[config.mk]
export PLATFORM = sky130hd
export DESIGN_NAME = flex_counter_mode
export DESIGN_NICKNAME = d
export VERILOG_FILES = /design/src/rtl/flex_counter_mode.sv
export SDC_FILE = /design/constraint.sdc
export NUM_CORES = 1
export LEC_CHECK = 0
export BUFFER_PORTS_ARGS = -buffer_cell sky130_fd_sc_hd__buf_2
export CORE_MARGIN = 2
export CORE_UTILIZATION = 48
export CTS_CLUSTER_DIAMETER = 80
export CTS_CLUSTER_SIZE = 40
export DETAILED_ROUTE_END_ITERATION = 7
export PLACE_DENSITY = 0.71
export REMOVE_ABC_BUFFERS = 1
export SLEW_MARGIN = 20
export SYNTH_ARGS = -nofsm -noshare
export SYNTH_HDL_FRONTEND = slang
export SYNTH_SLANG_ARGS = --single-unit
[constraint.sdc]
create_clock -name clk -period 5.2 [get_ports clk]
set_input_delay 0.26 -clock clk [delete_from_list [all_inputs] [get_ports clk]]
set_output_delay 0.26 -clock clk [all_outputs]
set_load 0.05 [all_outputs]
[src/rtl/flex_counter_mode.sv]
// flex_counter_mode: up/down counter with wrap or saturate behaviour, parallel
// load, a registered terminal-value flag, a one-cycle wrap pulse and a
// saturating tally of wrap events. All outputs are registered.
module flex_counter_mode #(
    parameter int SIZE   = 4,
    parameter int WRAP_W = 4
) (
    input  logic              clk,
    input  logic              n_rst,
    input  logic              restart,
    input  logic              clear,
    input  logic              load,
    input  logic [SIZE-1:0]   load_val,
    input  logic              count_enable,
    input  logic              up_down,
    input  logic              saturate,
    input  logic [SIZE-1:0]   rollover_val,
    output logic [SIZE-1:0]   count_out,
    output logic              rollover_flag,
    output logic              rollover_pulse,
    output logic [WRAP_W-1:0] wrap_count
);

    localparam logic [SIZE-1:0]   ONE       = SIZE'(1);
    localparam logic [SIZE-1:0]   ZERO      = '0;
    localparam logic [WRAP_W-1:0] TALLY_MAX = '1;

    logic [SIZE-1:0]   r_count;
    logic              r_flag;
    logic              r_pulse;
    logic [WRAP_W-1:0] r_tally;

    logic [SIZE-1:0]   w_terminal;
    logic [SIZE-1:0]   w_step_count;
    logic              w_step_wrap;
    logic [SIZE-1:0]   w_next_count;
    logic              w_next_flag;
    logic              w_next_pulse;
    logic [WRAP_W-1:0] w_next_tally;

    // Terminal value: rollover_val when counting up, 1 when counting down.
    assign w_terminal = up_down ? rollover_val : ONE;

    // One enabled counting step, before priority resolution.
    // A zero rollover_val disables counting entirely.
    always_comb begin
        w_step_count = r_count;
        w_step_wrap  = 1'b0;
        if (rollover_val != ZERO) begin
            if (up_down) begin
                if (r_count >= rollover_val) begin
                    // At or beyond terminal: wrap to 1, or hold when saturating
                    if (!saturate) begin
                        w_step_count = ONE;
                        w_step_wrap  = 1'b1;
                    end
                end else begin
                    w_step_count = r_count + ONE;
                end
            end else begin
                if (r_count == ONE) begin
                    // Reached 1: reload, or hold when saturating
                    if (!saturate) begin
                        w_step_count = rollover_val;
                        w_step_wrap  = 1'b1;
                    end
                end else if ((r_count == ZERO) || (r_count > rollover_val)) begin
                    // Out-of-range count re-enters at the top without an event
                    w_step_count = rollover_val;
                end else begin
                    w_step_count = r_count - ONE;
                end
            end
        end
    end

    // Priority: restart > clear > load > count_enable > hold.
    always_comb begin
        w_next_count = r_count;
        w_next_tally = r_tally;
        w_next_pulse = 1'b0;
        if (restart) begin
            w_next_count = ZERO;
            w_next_tally = '0;
        end else if (clear) begin
            w_next_count = ZERO;
            w_next_tally = '0;
        end else if (load) begin
            w_next_count = load_val;
        end else if (count_enable) begin
            w_next_count = w_step_count;
            w_next_pulse = w_step_wrap;
            if (w_step_wrap && (r_tally != TALLY_MAX)) begin
                w_next_tally = r_tally + WRAP_W'(1);
            end
        end
        // Flag tracks the value about to be registered; restart forces it low
        w_next_flag = restart ? 1'b0 : (w_next_count == w_terminal);
    end

    // State registers with asynchronous active-low reset.
    always_ff @(posedge clk or negedge n_rst) begin
        if (!n_rst) begin
            r_count <= '0;
            r_flag  <= 1'b0;
            r_pulse <= 1'b0;
            r_tally <= '0;
        end else begin
            r_count <= w_next_count;
            r_flag  <= w_next_flag;
            r_pulse <= w_next_pulse;
            r_tally <= w_next_tally;
        end
    end

    assign count_out      = r_count;
    assign rollover_flag  = r_flag;
    assign rollover_pulse = r_pulse;
    assign wrap_count     = r_tally;

endmodule

==> results.md, run 1 <==
Status:
- The flow ran to the end, and the final reports show no timing, DRC or antenna violations.

Place:
- During placement, the flow inserted port buffers numbering 25.
- After legalization and detailed placement, the total HPWL measured 2510 um.
- The congestion estimate from routability-driven global placement came to 0.943.
- Summing all placed instances gives a cell area of 1290 um2.

Clocking:
- The root cell of the clock tree is sky130_fd_sc_hd__clkbuf_4.
- The post-CTS clock slew at the launch and capture registers of the worst setup and hold paths is 90 ps.
- The count of H-tree levels built during CTS is 1.
- Clock latency on the worst-skew pair, taken at its later pin, is 280 ps.
- Clock tree synthesis inserted a total of 3 buffers.
- In this run the deepest clock path goes through 2 buffers.
- The clock drives 10 sinks.
- Post-CTS repair changed the size of 0 cells.
- TritonCTS built the clock tree.

Timing:
- At the pin with the least slew margin, the transition time is 508 ps.
- Setup violations remaining at the end of the flow were counted as 0.
- The number of max-slew violations in the final report is 0.
- Final hold analysis gives a worst-case slack of 356 ps.
- The final critical-path required period is 2990 ps.
- Setup repair after global routing left no endpoint under its margin.
- The final worst-path cycle share is 57.5%.
- The relative slew slack is 66.0%.
- For this run, the top clock speed supported by timing is 335 MHz.
- The final count of hold timing violations came to 0.
- Adding up every negative setup slack in the final design gives 0 ps.
- The maximum clock skew at final layout is 14.3 ps.

Drt:
- In this run, the number of DRC markers left after iteration 0 of detailed routing was 58.
- The number of remaining DRC errors is 0.
- After detailed routing, the total wire length is 3300 um.
- For this block, the via count after detailed routing is 1,267.
- In the final routed layout, each cell accounts on average for 16.9 um.
- The first-pass iteration count of the detailed router is 5.
- After detailed routing, the number of vias per cell comes to 6.50.
- The number of antenna-violating nets in the routed design is 0.

GRT:
- The global-route layer with the greatest usage is met2.
- The wire length of the first global-routing pass is 5470 um.
- The global routing met1 resource utilization is 39.0%.
- The sum of overflow across all layers after global routing is 0.
- The largest net degree at the start of global routing is 13.
- The global routing met2 resource utilization is 40.6%.
- The global-route usage over all layers is 27.0%.
- The via count of the first global-routing pass was 1,134.
- The number of antenna violations at the first check in global routing came to 0.
- In the global route stage, met3 resource usage came out at 5.37%.

Synth:
- The count of mapped cells out of synthesis is 141.
- The number of warnings issued by yosys is 0.
- The netlist area before placement is 1150 um2.
- The fraction of the mapped netlist area in compound gates is 34.6%.
- A synthesized cell averages 8.15 um2.
- The number of storage elements in the synthesis netlist is 10.
- By area, the combinational part of the netlist is dominated by compound AO/OA/AOI/OAI gates.
- The number of library cell types mapped by synthesis is 51.
- The share of async-settable or async-resettable flops after synthesis is 100%.
- Measured against the total synthesized area, the mux share comes to 5.33%.
- The most used flip-flop cell after synthesis is sky130_fd_sc_hd__dfrtp_1.
- The post-synthesis sequential area ratio is 21.8%.
- The synthesized netlist devotes 22.3% of its cell area to simple gates.
- Counting flops with a built-in enable in the synthesized netlist gives 0.
- The synthesized netlist devotes 2.29% of its cell area to XOR and XNOR gates.
- Of the total synthesized cell area, the portion taken by full adders, half adders and majority gates is 8.71%.

Worst setup path:
- The maximum fanout encountered on the critical timing path is 9.
- The signal arrival time at the worst endpoint is 3190 ps.
- The worst setup path is launched from a flip-flop.
- Setup slack on the worst reg-to-reg path comes out at 2210 ps.
- The type of element capturing the critical path is a flip-flop.
- Data on the critical path is required at its endpoint by 5400 ps.
- The worst setup path is of the reg -> reg kind.

Worst hold path:
- The path class of the tightest hold or removal check is in -> async.

Floorplanning:
- The starting utilization of the core area is 51.5%.
- The core box area is 2230 um2.
- The I/O pin count is 26.
- The overall die area is 2800 um2.
- In this run the core area contains 17 standard-cell rows.
- The height of the die is 52.9 um.
- The overall die width is 52.9 um.

Finish:
- After routing the design area is 1340 um2.
- The number of nets in the finished design is 192.
- The antenna diode instance count is 0.
- The share of post-route cells with drive strength above 1 is 25.1%.
- The synthesis-to-layout area growth is 16.5%.

Pwr:
- The static leakage power is 0.629 nW.
- The worst-case vdd ir drop is 0.129 mV.
- The total power density per cell area is 190 nW/um2.

Flow run:
- The number of maximum-capacitance constraint violations is 0.
## layer usage
| layer | wire [um] | part of all wire, % | up-vias |
|---|---|---|---|
| met2 | 1510 | 46 | 73 |
| met5 | 0 | 0 | - |
| met4 | 40 | 1.2 | 0 |
| li1 | - | - | 593 |
| met1 | 1460 | 44 | 595 |
| met3 | 291 | 8.8 | 6 |
## report_power, final
part | total [W] | switching (W) | leakage [nW] | internal, W
clock network | 0.0000773 | 0.0000347 | 0.0210 | 0.0000426
registers | 0.0000843 | 0.00000430 | 0.138 | 0.0000800
logic | 0.0000926 | 0.0000587 | 0.471 | 0.0000339
total | 0.000254 | 0.0000977 | 0.629 | 0.000156
## critical path, cell delays in order, from the launching register on
cell and delay [ps]:
sky130_fd_sc_hd__dfrtp_1 510, sky130_fd_sc_hd__inv_1 160, sky130_fd_sc_hd__ha_1 330, sky130_fd_sc_hd__nor3b_1 360, sky130_fd_sc_hd__o21bai_4 150, sky130_fd_sc_hd__mux2i_1 150
sky130_fd_sc_hd__a211oi_2 300, sky130_fd_sc_hd__a2111oi_2 100, sky130_fd_sc_hd__or4b_1 520, sky130_fd_sc_hd__and4_4 190, sky130_fd_sc_hd__a211oi_2 140
## cells by family (layout without fill, tap and decap cells)
family          Yosys count  in the layout
simple gates             50             50
compound gates           49             49
buf+inv                  15             41
flops                    10             10
fa+ha+maj                 8              8
mux                       6              6
xor+xnor                  3              3
## area by class of cell
| cell class | count | area [um2] |
|---|---|---|
| clock buffers | 4 | 36.3 |
| fillers | 204 | 893 |
| inverters | 11 | 41.3 |
| multi-input cells | 116 | 842 |
| flip-flops and latches | 10 | 250 |
| well taps | 28 | 35.0 |
| repair buffers | 26 | 135 |
## registers in the layout, indices dropped and copies added, names as in the netlist
| signal | flops |
|---|---|
| rollover_flag | 1 |
| wrap_count | 4 |
| rollover_pulse | 1 |
| count_out | 4 |
## stage by stage
stage | utilization (%) | instances | power [W] | worst slack (ps)
2_1_floorplan | - | 137 | 0.000146 | 2160
3_3_place_gp | 57.9 | 190 | 0.000173 | 2440
3_5_place_dp | 57.9 | 190 | 0.000176 | 2300
4_1_cts | 60.0 | 195 | 0.000251 | 2260
5_1_grt | 60.0 | 195 | 0.000267 | 2090
6_report | 60.0 | 195 | 0.000254 | 2210
## placed cells by master (no fill, tap or decap), drive strengths merged, types with 2 or more instances in the layout
cell type | Yosys | routed
mux2i | 5 | 5
nor3b | 2 | 2
nor3 | 4 | 4
a221oi | 2 | 2
nor2 | 13 | 13
nand2 | 12 | 12
and3 | 3 | 3
o21ai | 16 | 16
xor2 | 3 | 3
inv | 11 | 11
a32oi | 2 | 2
nand3 | 4 | 4
clkbuf | 3 | 4
a21oi | 5 | 5
dfrtp | 10 | 10
or2 | 2 | 2
a211oi | 2 | 2
buf | 1 | 25
nor4 | 2 | 2
a22oi | 2 | 2
or3 | 2 | 2
o211ai | 3 | 3
ha | 8 | 8
## Yosys cell counts, drive strengths merged (2+ instances only)
| cell | instances | area share [%] |
|---|---|---|
| nor4 | 2 | 1.1 |
| ha | 8 | 8.7 |
| nor2 | 13 | 4.2 |
| a211oi | 2 | 2.2 |
| xor2 | 3 | 2.3 |
| clkbuf | 3 | 0.98 |
| a221oi | 2 | 1.5 |
| o211ai | 3 | 2.4 |
| mux2i | 5 | 4.4 |
| o21ai | 16 | 7.0 |
| dfrtp | 10 | 22 |
| a32oi | 2 | 1.5 |
| nand3 | 4 | 1.7 |
| nor3 | 4 | 1.7 |
| nor3b | 2 | 1.3 |
| nand2 | 12 | 3.9 |
| or2 | 2 | 1.1 |
| and3 | 3 | 1.6 |
| inv | 11 | 3.6 |
| a22oi | 2 | 1.3 |
| or3 | 2 | 1.2 |
| a21oi | 5 | 2.2 |
## final timing paths
kind	startpoint	endpoint	cells past startpoint
worst min register to register	wrap_count[1]$_DFFE_PN0P_	wrap_count[1]$_DFFE_PN0P_	2
min in group clk	rollover_val[3]	rollover_flag$_DFF_PN0_	3
max in group asynchronous	n_rst	count_out[2]$_DFF_PN0_	2
worst max-delay path	count_out[0]$_DFF_PN0_	rollover_flag$_DFF_PN0_	10
worst max register to register	count_out[0]$_DFF_PN0_	rollover_flag$_DFF_PN0_	10
worst min-delay path	n_rst	count_out[3]$_DFF_PN0_	2
## what timing repair did
action / in CTS / in global routing
endpoints found under the hold margin: 10 / 0
hold buffers: 1 / 0
buffers inserted: 0 / 0
Note: power is estimated with default switching activity, not from simulation.
==> run 2: changes to the inputs <==
Settings changed: ABC_AREA from default to 1, PLACE_DENSITY 0.71 to 0.72.
Clock period 5.2 ns to 2.9 ns, I/O delays scaled along.
==> run 2 against run 1 <==
Wire length is 15% lower. Die area is 3.9% lower. Sequential power is 79% higher. Critical endpoint unchanged.
==> results.md, run 2 <==
Finish:
- The antenna diode instance count is 0.
- Leaving out fill and tap cells, the most frequent cell in the layout is sky130_fd_sc_hd__nand2_1.
- The filler cells instantiated in the layout total 224.
- The number of nets in the finished design is 232.
- The summed area of non-filler cells in the final layout is 1280 um2.
- The top cell types in the final layout, fill and taps aside, are sky130_fd_sc_hd__nand2_1 (51), sky130_fd_sc_hd__inv_1 (31), sky130_fd_sc_hd__buf_2 (25), sky130_fd_sc_hd__nand3_1 (18), sky130_fd_sc_hd__nor2_1 (18).
- From synthesis to final layout, the design area changed by 16.3%.
- The share of post-route cells with drive strength above 1 is 19.9%.

Timing:
- The transition time at the pin with the least slew margin is 312 ps.
- Timing would allow up to 447 MHz.
- The number of max-slew violations in the final report was 0.
- The maximum clock skew at final layout is 0.921 ps.
- In the finished design, the share of the clock period the worst path needs comes to 77.2%.
- The final critical-path required period is 2240 ps.
- Setup total negative slack on the finished layout was measured at 0 ps.
- Headroom to the max-slew limit came out at 79.2%.
- Setup repair after global routing left no endpoint under its margin.
- Setup violations remaining at the end of the flow were counted as 0.
- The final worst hold slack is 172 ps.
- The final count of hold timing violations was 0.

Worst setup path:
- The launching point of the worst reg2reg path is count_out[0]$_DFF_PN0_.
- The maximum fanout encountered on the critical timing path is 8.
- The worst register-to-register path has a setup slack of 660 ps.
- The required time of the worst setup path is 3050 ps.
- The signal arrival time at the worst endpoint is 2390 ps.
- The worst register-to-register path ends at rollover_flag$_DFF_PN0_.
- The critical path startpoint category is a flip-flop.
- The worst setup path is of the reg -> reg kind.
- The type of element capturing the critical path is a flip-flop.
- The depth of the most critical reg-to-reg path is 16.
- Following the worst setup path forward leads to its endpoint at rollover_flag$_DFF_PN0_.
- The most critical setup path has its startpoint at count_out[0]$_DFF_PN0_.

Synth:
- The portion of synthesized area spent on multiplexers is 0%.
- The post-synthesis sequential area ratio is 22.7%.
- The fraction of the mapped netlist area in simple logic gates is 40.0%.
- By area, the combinational part of the netlist is dominated by simple AND/OR/NAND/NOR gates.
- Summing the areas of all xor and xnor instances in the mapped netlist gives 3.98% of the synthesized area.
- The fraction of the mapped netlist area in compound gates is 11.7%.
- The share of the synthesized area in the top cell type is 22.7%.
- The number of warnings issued by yosys is 0.
- The mean cell area of the mapped netlist is 6.12 um2.
- Among all flip-flop cells after synthesis, the most frequent one is sky130_fd_sc_hd__dfrtp_1.
- The synthesized design contains 0 enable-type register cells.
- The adder and majority gate portion of the synthesized area is 9.09%.
- The number of storage elements in the synthesis netlist is 10.
- The netlist area before placement is 1100 um2.
- Ranked by total cell area, the synthesized netlist is headed by sky130_fd_sc_hd__dfrtp_1 (23%), sky130_fd_sc_hd__nand2_1 (17%), sky130_fd_sc_hd__inv_1 (11%), sky130_fd_sc_hd__ha_1 (9.1%), sky130_fd_sc_hd__nand3_1 (8.2%).
- After synthesis, the most frequently instantiated cells are sky130_fd_sc_hd__nand2_1 (51), sky130_fd_sc_hd__inv_1 (31), sky130_fd_sc_hd__nand3_1 (18), sky130_fd_sc_hd__nor2_1 (18), sky130_fd_sc_hd__dfrtp_1 (10).
- The share of async-settable or async-resettable flops after synthesis is 100%.
- Synthesis produced a netlist whose cell count is 180.
- The post-synthesis cell type with the largest combined area is sky130_fd_sc_hd__dfrtp_1.
- The number of library cell types mapped by synthesis is 25.
- The most frequently used cell type in the post-synthesis netlist is sky130_fd_sc_hd__nand2_1.

Floorplanning:
- The height of the die is 51.9 um.
- The count of standard-cell rows is 17.
- The core box area is 2190 um2.
- The starting utilization of the core area is 50.3%.
- The I/O pin count is 26.
- Measured along the x axis, the die boundary spans 51.9 um.
- The die covers 2690 um2.

Pwr:
- Internal power comes to 0.000247 W.
- The worst-case vdd ir drop is 0.214 mV.
- The design draws 0.000407 W.
- The power spent charging and discharging nets is 0.000159 W.
- The share of total power dissipated in combinational logic is 40.3%.
- The switching share of power is 39.2%.
- The sequential share of power is 37.2%.
- For this design the static power due to leakage is 0.790 nW.
- The clock network accounts for 22.5% of the total power.
- Dividing total power by cell area gives a power density of 318 nW/um2.

Place:
- At the end of routability-driven placement, the weighted congestion stood at 0.961.
- The placed instances occupy a cell area of 1250 um2.
- During placement, the flow inserted port buffers numbering 25.
- Detailed placement ended at an HPWL of 2360 um.

Clocking:
- Clock-pin slew was measured on the worst setup and hold paths at 60 ps.
- The latest clock arrival within the worst-skew pair is 260 ps.
- The clock tree from TritonCTS is built.
- Gates resized during post-CTS repair numbered 0.
- The number of buffers added by the clock tree synthesis step is 3.
- The tree built by TritonCTS fans out to 10 sinks.
- The clock passes through at most 2 buffers.
- Clock tree synthesis selected as its root buffer the cell sky130_fd_sc_hd__clkbuf_4.
- The count of H-tree levels built during CTS is 1.

Worst hold path:
- The tightest min-delay check is of the in -> reg type.

Drt:
- The routed via count is 1,199.
- The number of vias per cell is 5.12.
- The first-pass iteration count of the detailed router is 4.
- For this run, design rule violations remaining after detail routing come to 0.
- The iteration-0 DRC count of the detailed router is 27.
- The wire length reported by the detailed router is 2800 um.
- In the final routed layout, each cell accounts on average for 11.9 um.
- Once detail routing completed, the nets flagged for antenna violations numbered 0.

Status:
- The flow ran to the end, and the final reports show no timing, DRC or antenna violations.

GRT:
- The total overflow left after global routing is 0.
- The wire length of the first global-routing pass is 4790 um.
- The number of antenna violations at the first check in global routing was 0.
- The largest net degree at the start of global routing is 12.
- The global-route usage over all layers is 23.2%.
- The via count of the first global-routing pass is 1,139.

Flow run:
- The number of maximum-capacitance constraint violations is 0.
-- run 2: worst max-delay path: stages (launching register included) --
cell	delay, ps
sky130_fd_sc_hd__dfrtp_1	520
sky130_fd_sc_hd__inv_1	170
sky130_fd_sc_hd__ha_1	330
sky130_fd_sc_hd__nand4_2	130
sky130_fd_sc_hd__nand3_2	170
sky130_fd_sc_hd__o21ai_0	220
sky130_fd_sc_hd__nand2_1	70
sky130_fd_sc_hd__nand2_1	60
sky130_fd_sc_hd__inv_1	30
sky130_fd_sc_hd__nand2_1	50
sky130_fd_sc_hd__nand2_1	60
sky130_fd_sc_hd__nand2_2	70
sky130_fd_sc_hd__nand2_1	50
sky130_fd_sc_hd__nand2_1	50
sky130_fd_sc_hd__inv_1	30
sky130_fd_sc_hd__nand2_1	70
sky130_fd_sc_hd__nor2_2	30
-- run 2: cells by family after synthesis --
logic type      count (synthesis)
xor+xnor                        5
compound gates                 21
buf+inv                        36
fa+ha+maj                       8
simple gates                  100
flops                          10
-- run 2: power groups by stage --
stage,logic [W],clock network (W),registers (W)
2_1_floorplan,0.000103,0,0.000165
3_3_place_gp,0.000158,0,0.000153
3_5_place_dp,0.000162,0,0.000153
4_1_cts,0.000164,0.0000935,0.000151
5_1_grt,0.000186,0.000102,0.000152
6_report,0.000164,0.0000914,0.000151
-- run 2: per-stage QoR --
| stage | instances | worst slack (ps) | util, % |
|---|---|---|---|
| floorplan | 177 | 626 | - |
| finish | 234 | 661 | 58.4 |
| global placement | 230 | 741 | 56.9 |
| CTS | 234 | 662 | 58.4 |
| detailed placement | 230 | 665 | 56.9 |
| global route | 234 | 414 | 58.4 |
-- run 2: metal layers --
| layer | part of all wire, % | global-route usage (%) |
|---|---|---|
| met1 | 44 | 27.3 |
| met4 | 1.5 | 6.14 |
| met5 | 0 | 0 |
| met2 | 52 | 44.5 |
| met3 | 3.3 | 1.72 |
-- run 2: repair_timing --
action | 4_1_cts | 5_1_grt
endpoints found under the hold margin | 10 | 0
hold buffers | 1 | 0
buffers inserted | 0 | 0
-- run 2: layout make-up --
| type | instances | area (um2) | share of cell area, % |
|---|---|---|---|
| tap | 28 | 35.0 | 2.74 |
| timing repair buffer | 26 | 135 | 10.6 |
| clock buffer | 3 | 22.5 | 1.76 |
| multi-input combinational | 134 | 713 | 55.7 |
| sequential | 10 | 250 | 19.6 |
| inverter | 33 | 124 | 9.68 |
-- run 2: worst min-delay path by stage --
stage / to / start / cells past startpoint
finish: rollover_flag$_DFF_PN0_ / restart / 4
global route: rollover_flag$_DFF_PN0_ / restart / 4
CTS: rollover_flag$_DFF_PN0_ / restart / 4
detailed placement: wrap_count[2]$_DFFE_PN0P_ / n_rst / 1
global placement: wrap_count[1]$_DFFE_PN0P_ / n_rst / 1
floorplan: count_out[0]$_DFF_PN0_ / n_rst / 0
==> run 3: changes to the inputs <==
Clock period 2.9 ns to 2.2 ns, I/O delays scaled along.
==> run 3 against run 2 <==
Critical path depth up 1. Clock power up 79%. Total power up 47%. Clock skew increased by 7.9 ps. Via count is 2.2% higher. Final cell count is 2.6% higher. Sequential share of layout area fell by 1.4 points. Clock-buffer cell count rose by 1. Core utilization is 4.5 points higher. Largest power group unchanged. Highest routed layer is now met3.
==> results.md, run 3 (synthesized netlist as in run 2, its figures left out) <==
Status:
- The flow ran to the end, and the final reports show no timing, DRC or antenna violations.

Drt:
- After detailed routing, the number of remaining DRC violations is 0.
- Summing over every cut layer, the via total after detailed routing is 1,225.
- The wire length reported by the detailed router is 2850 um.
- The detailed router finished its first iteration with 33 violations.
- Once detail routing completed, the nets flagged for antenna violations numbered 0.
- Dividing the detail-routed wire length by the instance count gives 11.9 um.
- In the routed layout, each cell is associated on average with a via count of 5.10.
- The pre-antenna-repair detailed-routing pass consisted of 4 iterations.

Floorplanning:
- During I/O placement, the number of pins put on the boundary was 26.
- The floorplan step defined a die boundary enclosing 2690 um2.
- The starting utilization of the core area is 50.3%.
- The core region is 2190 um2.
- The floorplan has 17 rows.
- The die is 51.9 um wide.
- The height of the die is 51.9 um.

Clocking:
- The tree is rooted in a sky130_fd_sc_hd__clkbuf_4.
- The number of clock sinks is 10.
- The count of H-tree levels built during CTS is 1.
- The post-CTS clock slew at the launch and capture registers of the worst setup and hold paths is 70 ps.
- The latest clock arrival within the worst-skew pair is 270 ps.
- Buffers inserted during clock tree synthesis total 3.
- In this run the deepest clock path goes through 2 buffers.
- The clock tree from TritonCTS is built.
- The number of setup buffers added after CTS is 0.

Timing:
- After layout, the worst setup slack is 244 ps.
- The aggregate negative setup slack is 0 ps.
- The maximum clock skew at final layout is 8.79 ps.
- Setup repair after global routing left no endpoint under its margin.
- For the pin with the worst max-slew slack, the measured transition is 312 ps.
- The final count of hold timing violations is 0.
- The relative slew slack is 79.1%.
- The highest achievable clock rate is 511 MHz.
- Setup violations remaining at the end of the flow were counted as 0.
- The number of max-slew violations in the final report is 0.
- The worst path uses 88.9% of the clock period.
- The final critical-path required period is 1960 ps.

Worst setup path:
- Along the worst path, the maximum fanout reaches 8.
- The worst setup path is launched from a flip-flop.
- The signal arrival time at the worst endpoint is 2150 ps.
- The required time of the worst setup path is 2390 ps.
- The type of element capturing the critical path is a flip-flop.
- The classification of the worst setup path is reg -> reg.

Finish:
- At the end of the flow, the number of nets in the layout was 237.
- The library cells used most frequently in the layout, excluding fill and tap cells, are sky130_fd_sc_hd__nand2_1 (51), sky130_fd_sc_hd__inv_1 (31), sky130_fd_sc_hd__buf_2 (25), sky130_fd_sc_hd__nor2_1 (18), sky130_fd_sc_hd__nand3_1 (17).
- Once layout is done, the placed cells without fillers occupy 1380 um2.
- Leaving out fill and tap cells, the most frequent cell in the layout is sky130_fd_sc_hd__nand2_1.
- The antenna diode instance count is 0.
- The area growth from synthesis to layout is 25.2%.
- In the final layout, the share of cells above drive strength 1 is 24.1%.

Flow run:
- The number of maximum-capacitance constraint violations is 0.

Place:
- The weighted congestion reported at the end of routability-driven placement is 0.943.
- Prior to clock tree synthesis, the placed netlist has a worst setup slack of 150 ps.
- The area after detailed placement is 1280 um2.
- The placed wire-length estimate is 2280 um.
- The port buffer count is 25.

GRT:
- The via count of the first global-routing pass was 1,137.
- The largest net degree at the start of global routing is 12.
- Across every metal layer, demand over resource in global routing totals 24.0%.
- The number of antenna violations at the first check in global routing came to 0.
- The sum of overflow across all layers after global routing is 0.
- The first global-routing pass estimated 4890 um of wire.

Pwr:
- The worst-case vdd ir drop is 0.454 mV.
- Power spread over the standard cell area amounts to 434 nW/um2.
- The static leakage power is 0.827 nW.

Worst hold path:
- The path category of the worst min-delay check is in -> reg.
run 3: cell count changes in the layout (fill, tap and decap cells not counted):
| cell | previous run | this run |
|---|---|---|
| sky130_fd_sc_hd__nand2_2 | 5 | 4 |
| sky130_fd_sc_hd__o21ai_0 | 6 | 5 |
| sky130_fd_sc_hd__nand3_2 | 1 | 2 |
| sky130_fd_sc_hd__buf_4 | 0 | 5 |
| sky130_fd_sc_hd__ha_4 | 0 | 3 |
| sky130_fd_sc_hd__nand3_1 | 18 | 17 |
| sky130_fd_sc_hd__o21ai_1 | 1 | 2 |
| sky130_fd_sc_hd__clkbuf_8 | 0 | 1 |
| sky130_fd_sc_hd__nand2_4 | 0 | 1 |
| sky130_fd_sc_hd__ha_1 | 8 | 5 |
run 3: final timing paths:
| check | depth (start not counted) | to | start | slack, ps |
|---|---|---|---|---|
| min in group asynchronous | 2 | wrap_count[3]$_DFFE_PN0P_ | n_rst | 230 |
| max | 17 | rollover_flag$_DFF_PN0_ | count_out[3]$_DFF_PN0_ | 240 |
| min reg2reg | 2 | wrap_count[1]$_DFFE_PN0P_ | wrap_count[1]$_DFFE_PN0P_ | 550 |
| max in group asynchronous | 2 | wrap_count[2]$_DFFE_PN0P_ | n_rst | 1770 |
| min | 4 | rollover_flag$_DFF_PN0_ | restart | 130 |
| max reg2reg | 17 | rollover_flag$_DFF_PN0_ | count_out[3]$_DFF_PN0_ | 240 |
run 3: area by class of cell:
cell class | instances | area, um2
inverter | 33 | 124
sequential | 10 | 250
fill | 229 | 812
multi-input combinational | 134 | 761
tap | 28 | 35.0
clock buffer | 4 | 36.3
timing repair buffer | 31 | 173
run 3: layer usage:
metal | global-route usage (%) | wire, um | vias to the layer above
met5 | 0 | 0 | -
met4 | 3.07 | 0 | 0
met3 | 5.46 | 115 | 0
met2 | 42.8 | 1420 | 29
met1 | 30.0 | 1310 | 562
li1 | - | - | 634
run 3: metrics by stage:
stage / hold WS, ps / std cells / utilization (%) / power [W]
2_1_floorplan: -186 / 177 / - / 0.000353
3_3_place_gp: -22.3 / 235 / 58.7 / 0.000419
3_5_place_dp: -19.3 / 235 / 58.7 / 0.000421
4_1_cts: 122 / 240 / 60.8 / 0.000589
5_1_grt: 129 / 240 / 62.9 / 0.000647
6_report: 127 / 240 / 62.9 / 0.000598
run 3: where the power goes:
part	switching (W)	internal [W]
clock network	0.0000633	0.000100
logic	0.000154	0.0000875
registers	0.00000427	0.000189
run 3: worst max-delay path, stage by stage (launching register included):
cell and delay [ps]:
sky130_fd_sc_hd__dfrtp_1 420, sky130_fd_sc_hd__ha_4 310, sky130_fd_sc_hd__nand2_1 60, sky130_fd_sc_hd__inv_1 60, sky130_fd_sc_hd__nand2_2 80, sky130_fd_sc_hd__nand3_2 150
sky130_fd_sc_hd__o21ai_2 80, sky130_fd_sc_hd__nand3_1 80, sky130_fd_sc_hd__nand2_1 60, sky130_fd_sc_hd__inv_1 50, sky130_fd_sc_hd__nand2_1 40, sky130_fd_sc_hd__nand2_1 70
sky130_fd_sc_hd__nand2_1 70, sky130_fd_sc_hd__nand2_1 60, sky130_fd_sc_hd__nand2_1 50, sky130_fd_sc_hd__nor2_1 90, sky130_fd_sc_hd__nand2_1 80, sky130_fd_sc_hd__nor2_2 80
run 3: what timing repair did:
action | 4_1_cts | 5_1_grt
hold buffers | 1 | 0
hold endpoints to repair | 10 | 0
endpoints found under the setup margin | 0 | 1
gates resized for setup | 0 | 6
